## src/rtl/fifo_rd_stream.sv

```systemverilog
// fifo_rd_stream: drains a FIFO with 1-cycle read latency into a
// valid/ready output stream through a 2-entry in-order skid buffer.
// Reads are issued only when the buffer is sure to have room for the
// word, so no word is ever dropped and nothing backs up into the FIFO.
//
// Handshake: a word transfers on every rclk edge where m_valid=1 and
// m_ready=1. Once m_valid is high it stays high, and m_data stays
// unchanged, until that transfer happens. m_valid never depends
// combinationally on m_ready.
module fifo_rd_stream #(
  parameter int DW = 4,
  parameter int CW = 8
) (
  input  logic          rclk,
  input  logic          rst_i,
  input  logic          en,
  input  logic          fifo_empty,
  input  logic [DW-1:0] fifo_dat,
  output logic          fifo_ren,
  output logic          m_valid,
  output logic [DW-1:0] m_data,
  input  logic          m_ready,
  output logic          busy,
  output logic [CW-1:0] rd_cnt
);

  // Buffer occupancy; encoding equals the number of words held.
  typedef enum logic [1:0] {
    EMPTY = 2'd0,
    ONE   = 2'd1,
    TWO   = 2'd2
  } occ_e;

  occ_e          state_q;
  occ_e          state_d;
  logic          pend_q;
  logic [DW-1:0] head_q;
  logic [DW-1:0] head_d;
  logic [DW-1:0] tail_q;
  logic [DW-1:0] tail_d;
  logic          hs;
  logic [1:0]    occ_num;
  logic [2:0]    fill_after;

  assign m_valid = (state_q != EMPTY);
  assign m_data  = head_q;
  assign hs      = m_valid & m_ready;
  assign busy    = pend_q | m_valid;

  // Read issue: words held after this edge (buffered + in flight - leaving)
  // must stay below 2, so a word read now always has a slot next cycle.
  always_comb begin
    occ_num    = state_q;
    fill_after = {1'b0, occ_num} + {2'b00, pend_q} - {2'b00, hs};
    fifo_ren   = !rst_i & en & !fifo_empty & (fill_after < 3'd2);
  end

  // Next occupancy and buffer contents: capture on pend, advance on hs.
  always_comb begin
    state_d = state_q;
    head_d  = head_q;
    tail_d  = tail_q;
    case ({pend_q, hs})
      2'b10: begin
        if (state_q == EMPTY) begin
          head_d  = fifo_dat;
          state_d = ONE;
        end else begin
          tail_d  = fifo_dat;
          state_d = TWO;
        end
      end
      2'b01: begin
        if (state_q == TWO) begin
          head_d  = tail_q;
          state_d = ONE;
        end else begin
          state_d = EMPTY;
        end
      end
      2'b11: begin
        // Head leaves and the arriving word queues behind whatever remains.
        if (state_q == TWO) begin
          head_d = tail_q;
          tail_d = fifo_dat;
        end else begin
          head_d = fifo_dat;
        end
      end
      default: begin
      end
    endcase
  end

  // State registers; reset discards buffered and in-flight words.
  always_ff @(posedge rclk or posedge rst_i) begin
    if (rst_i) begin
      state_q <= EMPTY;
      pend_q  <= 1'b0;
      head_q  <= '0;
      tail_q  <= '0;
      rd_cnt  <= '0;
    end else begin
      state_q <= state_d;
      pend_q  <= fifo_ren;
      head_q  <= head_d;
      tail_q  <= tail_d;
      if (hs) begin
        rd_cnt <= rd_cnt + CW'(1);
      end
    end
  end

endmodule

```

## config.mk

```make
export PLATFORM = sky130hd
export DESIGN_NAME = fifo_rd_stream
export DESIGN_NICKNAME = d
export VERILOG_FILES = /design/src/rtl/fifo_rd_stream.sv
export SDC_FILE = /design/constraint.sdc
export NUM_CORES = 1
export LEC_CHECK = 0
export ABC_AREA = 1
export BUFFER_PORTS_ARGS = -buffer_cell sky130_fd_sc_hd__buf_2
export CAP_MARGIN = 5
export CORE_MARGIN = 1.5
export CORE_UTILIZATION = 53
export CTS_CLUSTER_SIZE = 40
export DETAILED_ROUTE_END_ITERATION = 7
export GPL_TIMING_DRIVEN = 0
export PLACE_DENSITY = 0.78
export SLEW_MARGIN = 10
export SYNTH_ARGS = -nofsm -noshare
export SYNTH_HDL_FRONTEND = slang
export SYNTH_SLANG_ARGS = --single-unit
export TNS_END_PERCENT = 1
```

## constraint.sdc

```tcl
create_clock -name rclk -period 2.07 [get_ports rclk]
set_clock_uncertainty 0.05 [all_clocks]
set_input_delay 0.1035 -clock rclk [delete_from_list [all_inputs] [get_ports rclk]]
set_output_delay 0.1035 -clock rclk [all_outputs]
set_load 0.005 [all_outputs]
```

==> impl_metrics.csv <==
group,metric,value,unit
power,leakagePower,0.7866,nW
clock_tree,clock-sinks,19,
synth,synth_area_leaders,"dfrtp_1 (43%), nand2_1 (14%), inv_1 (6.7%)",
placement,gp_congestion,0.8182,
synth,synth_nets,156,
die,die_w,48.84,µm
sta,rsz0062_at_grt,"yes",
clock_tree,htree_levels,1,
synth,ys_seq_area_share,42.70,%
critical_path,slowest_delay,0.51,ns
global_route,grt_use_total,25.48,%
run_status,status,"complete, but fails checks",
layout,final_cells,209,
clock_tree,cts_buffer_depth,2,
synth,syn_area,1114,µm²
layout,synthToLayoutAreaGrowth,27.53,%
critical_path,crit_chain,"buf_6, inv_4, nand2_4, o211ai_4, o21bai_4, fa_1, nand2_2, nor4_4, buf_2",
synth,yosysWarnings,0,
layout,finish.utilization,72.39,%
critical_path,cp-end-kind,"primary output",
clock_tree,cts_tree,"done",
sta,relSlewSlack,50.71,%
global_route,grt_start_max_net_pins,20,
die,dieHeight,48.84,µm
route,first_pass_iters,4,
synth,ys_ff_latch,19,
critical_path,arrival,2.15,ns
critical_path,critPathSlowestCell,"fa_1",
critical_path,crit_fanout,2,
sta,max_slew.worst_pin.slew,0.7385,ns
power,p_total,1.831,mW
synth,synth_xor_xnor_area_share,4.719,%
sta,finalHoldViolCount,0,
power,irDropWorstVdd,0.0009530,V
synth,synth_top_family_by_area,"simple AND/OR/NAND/NOR gates",
global_route,grt-ovfl-total,0,
global_route,grt_pass1_wl,4.581,mm
die,num_io_pins,24,
sta,setup_violations,1,
critical_path,startpoint_type,"flip-flop",
route,ant_nets,0,
route,drt-total-wl,2.766,mm
layout,antenna_cells,0,
critical_path,rrSetupSlack,0.25,ns
synth,synthAdderAreaFrac,2.921,%
die,initial_core_util,56.76,%
synth,synth_cell_type_count,23,
synth,yosysTopAreaCell,"dfrtp_1",
clock_tree,cts-root-buf,"clkbuf_4",
placement,port_buffers,23,
die,coreArea,1962,µm²
sta,drv_slew,0,
global_route,grt_antenna_before_repair,0,
global_route,grt_pass1_vias,1023,
sta,postLayoutSetupSlackWorst,-0.2332,ns
critical_path,critPathKind,"reg -> out",
clock_tree,insertion_delay,0.31,ns
run_status,violations,"negative setup slack",
route,vias,1115,
synth,synth_mux_area_share,0,%
die,rows,16,
min_path,holdCritPathClass,"in -> reg",
critical_path,crit_required,1.92,ns
job,maxCapViolCount,0,
route,via_per_inst,5.335,
layout,nNetsFinal,194,
die,dieArea,2385,µm²
sta,finalCritPeriodShare,111.3,%
power,p_per_area,1290,nW/µm²
sta,fmax,434.2,MHz
synth,synthSimpleGateAreaFrac,34.83,%
route,drtIter0Drc,28,
synth,yosysTopAreaCellShare,42.70,%
synth,synth_compound_area_share,6.404,%
route,drc,0,
clock_tree,cts_buffers,3,
synth,syn_inst,145,
sta,whs,0.01334,ns
sta,min_period,2.303,ns
layout,layout-drive-gt1-share,28.02,%
placement,dpl.cell_count,195,
route,wire_per_inst,13.23,µm
clock_tree,clk_pin_slew,0.12,ns
placement,hpwl,1.778,mm
placement,pre_cts_slack,-0.2735,ns
synth,avgSynthCellArea,7.680,µm²
-- layer usage --
metal	vias up	global-route usage, %	share of wire [%]
met5	-	0	0
met4	0	11.90	3.3
met3	14	5.521	6.1
met2	46	44.29	52
met1	528	29.94	39
li1	527	-	-
-- Yosys cell counts, drive strengths merged --
library cell	number
buf	1
o22ai	1
nand2	49
fa	1
nor3	1
ha	1
nor2	16
o211ai	1
o21bai	1
xnor2	3
nand3	13
dfrtp	19
nor4	1
o21ai	5
a21oi	4
xor2	3
nand4	3
inv	22
-- critical path, delay by kind of cell (launching register included) --
kind                       cells  cell delay (ns)
AOI/OAI and AO/OA              2             0.26
adders and majority gates      1             0.51
buffers and inverters          3             0.30
DFF                            1             0.38
and+or+nand+nor                3             0.38
-- cell families (layout without fill, tap and decap cells) --
family          Yosys count  count (layout)
fa+ha+maj                 2               2
xor+xnor                  6               6
simple gates             83              83
flops                    19              19
compound gates           12              12
buf+inv                  23              60
-- per-stage QoR --
| stage | TNS, ns | area [µm²] |
|---|---|---|
| 5_1_grt | -0.2942 | 1420 |
| 3_3_place_gp | -0.1824 | 1262 |
| 3_5_place_dp | -0.3974 | 1262 |
| 6_report | -0.2332 | 1420 |
| 2_1_floorplan | 0 | 1114 |
| 4_1_cts | -0.1764 | 1395 |
-- cells in the final DEF (no fill, tap or decap), drive strengths merged --
cell,instances
nand4,3
fa,1
nand2,49
o211ai,1
dfrtp,19
clkinv,1
o21ai,5
o22ai,1
a21oi,4
nor3,1
o21bai,1
clkbuf,3
nand3,13
nor4,1
buf,31
inv,22
ha,1
xor2,3
dlygate4sd3,3
xnor2,3
nor2,16
-- worst paths after layout --
kind	startpoint	endpoint	cells past startpoint
min in group asynchronous	rst_i	rd_cnt[2]$_DFFE_PP0P_	3
min	fifo_dat[3]	tail_q[3]$_DFFE_PP0P_	3
min reg2reg	rd_cnt[5]$_DFFE_PP0P_	rd_cnt[5]$_DFFE_PP0P_	1
max reg2reg	occ_num[1]$_DFFE_PP0P_	pend_q$_DFF_PP0_	8
max	occ_num[1]$_DFFE_PP0P_	fifo_ren	9
max in group asynchronous	rst_i	occ_num[0]$_DFFE_PP0P_	3
-- power breakdown --
part	internal (mW)	leakage, nW	switching (mW)
registers	0.531	0.235	0.133
logic	0.401	0.534	0.562
clock network	0.0723	0.0177	0.132
total	1.00	0.787	0.828
-- layout make-up --
cell class | instances | area [µm²]
Multi-Input combinational cell | 103 | 586.8
Fill cell | 185 | 541.8
Sequential cell | 19 | 475.5
Timing Repair Buffer | 33 | 197.7
Inverter | 22 | 87.58
Tap cell | 27 | 33.78
Clock buffer | 3 | 22.52
Buffer | 1 | 11.26
Clock inverter | 1 | 5.005
-- sequential cells by signal, indices dropped and copies added, names as in the netlist --
| register | flops |
|---|---|
| m_data | 4 |
| occ_num | 2 |
| pend_q | 1 |
| rd_cnt | 8 |
| tail_q | 4 |
-- repair_timing --
item	4_1_cts	5_1_grt
pin swaps	2	1
hold buffers	3	0
buffers inserted	7	0
endpoints found under the setup margin	2	1
endpoints found under the hold margin	20	0
gates resized for setup	5	5
No activity file was read; power rests on OpenSTA's default activity.
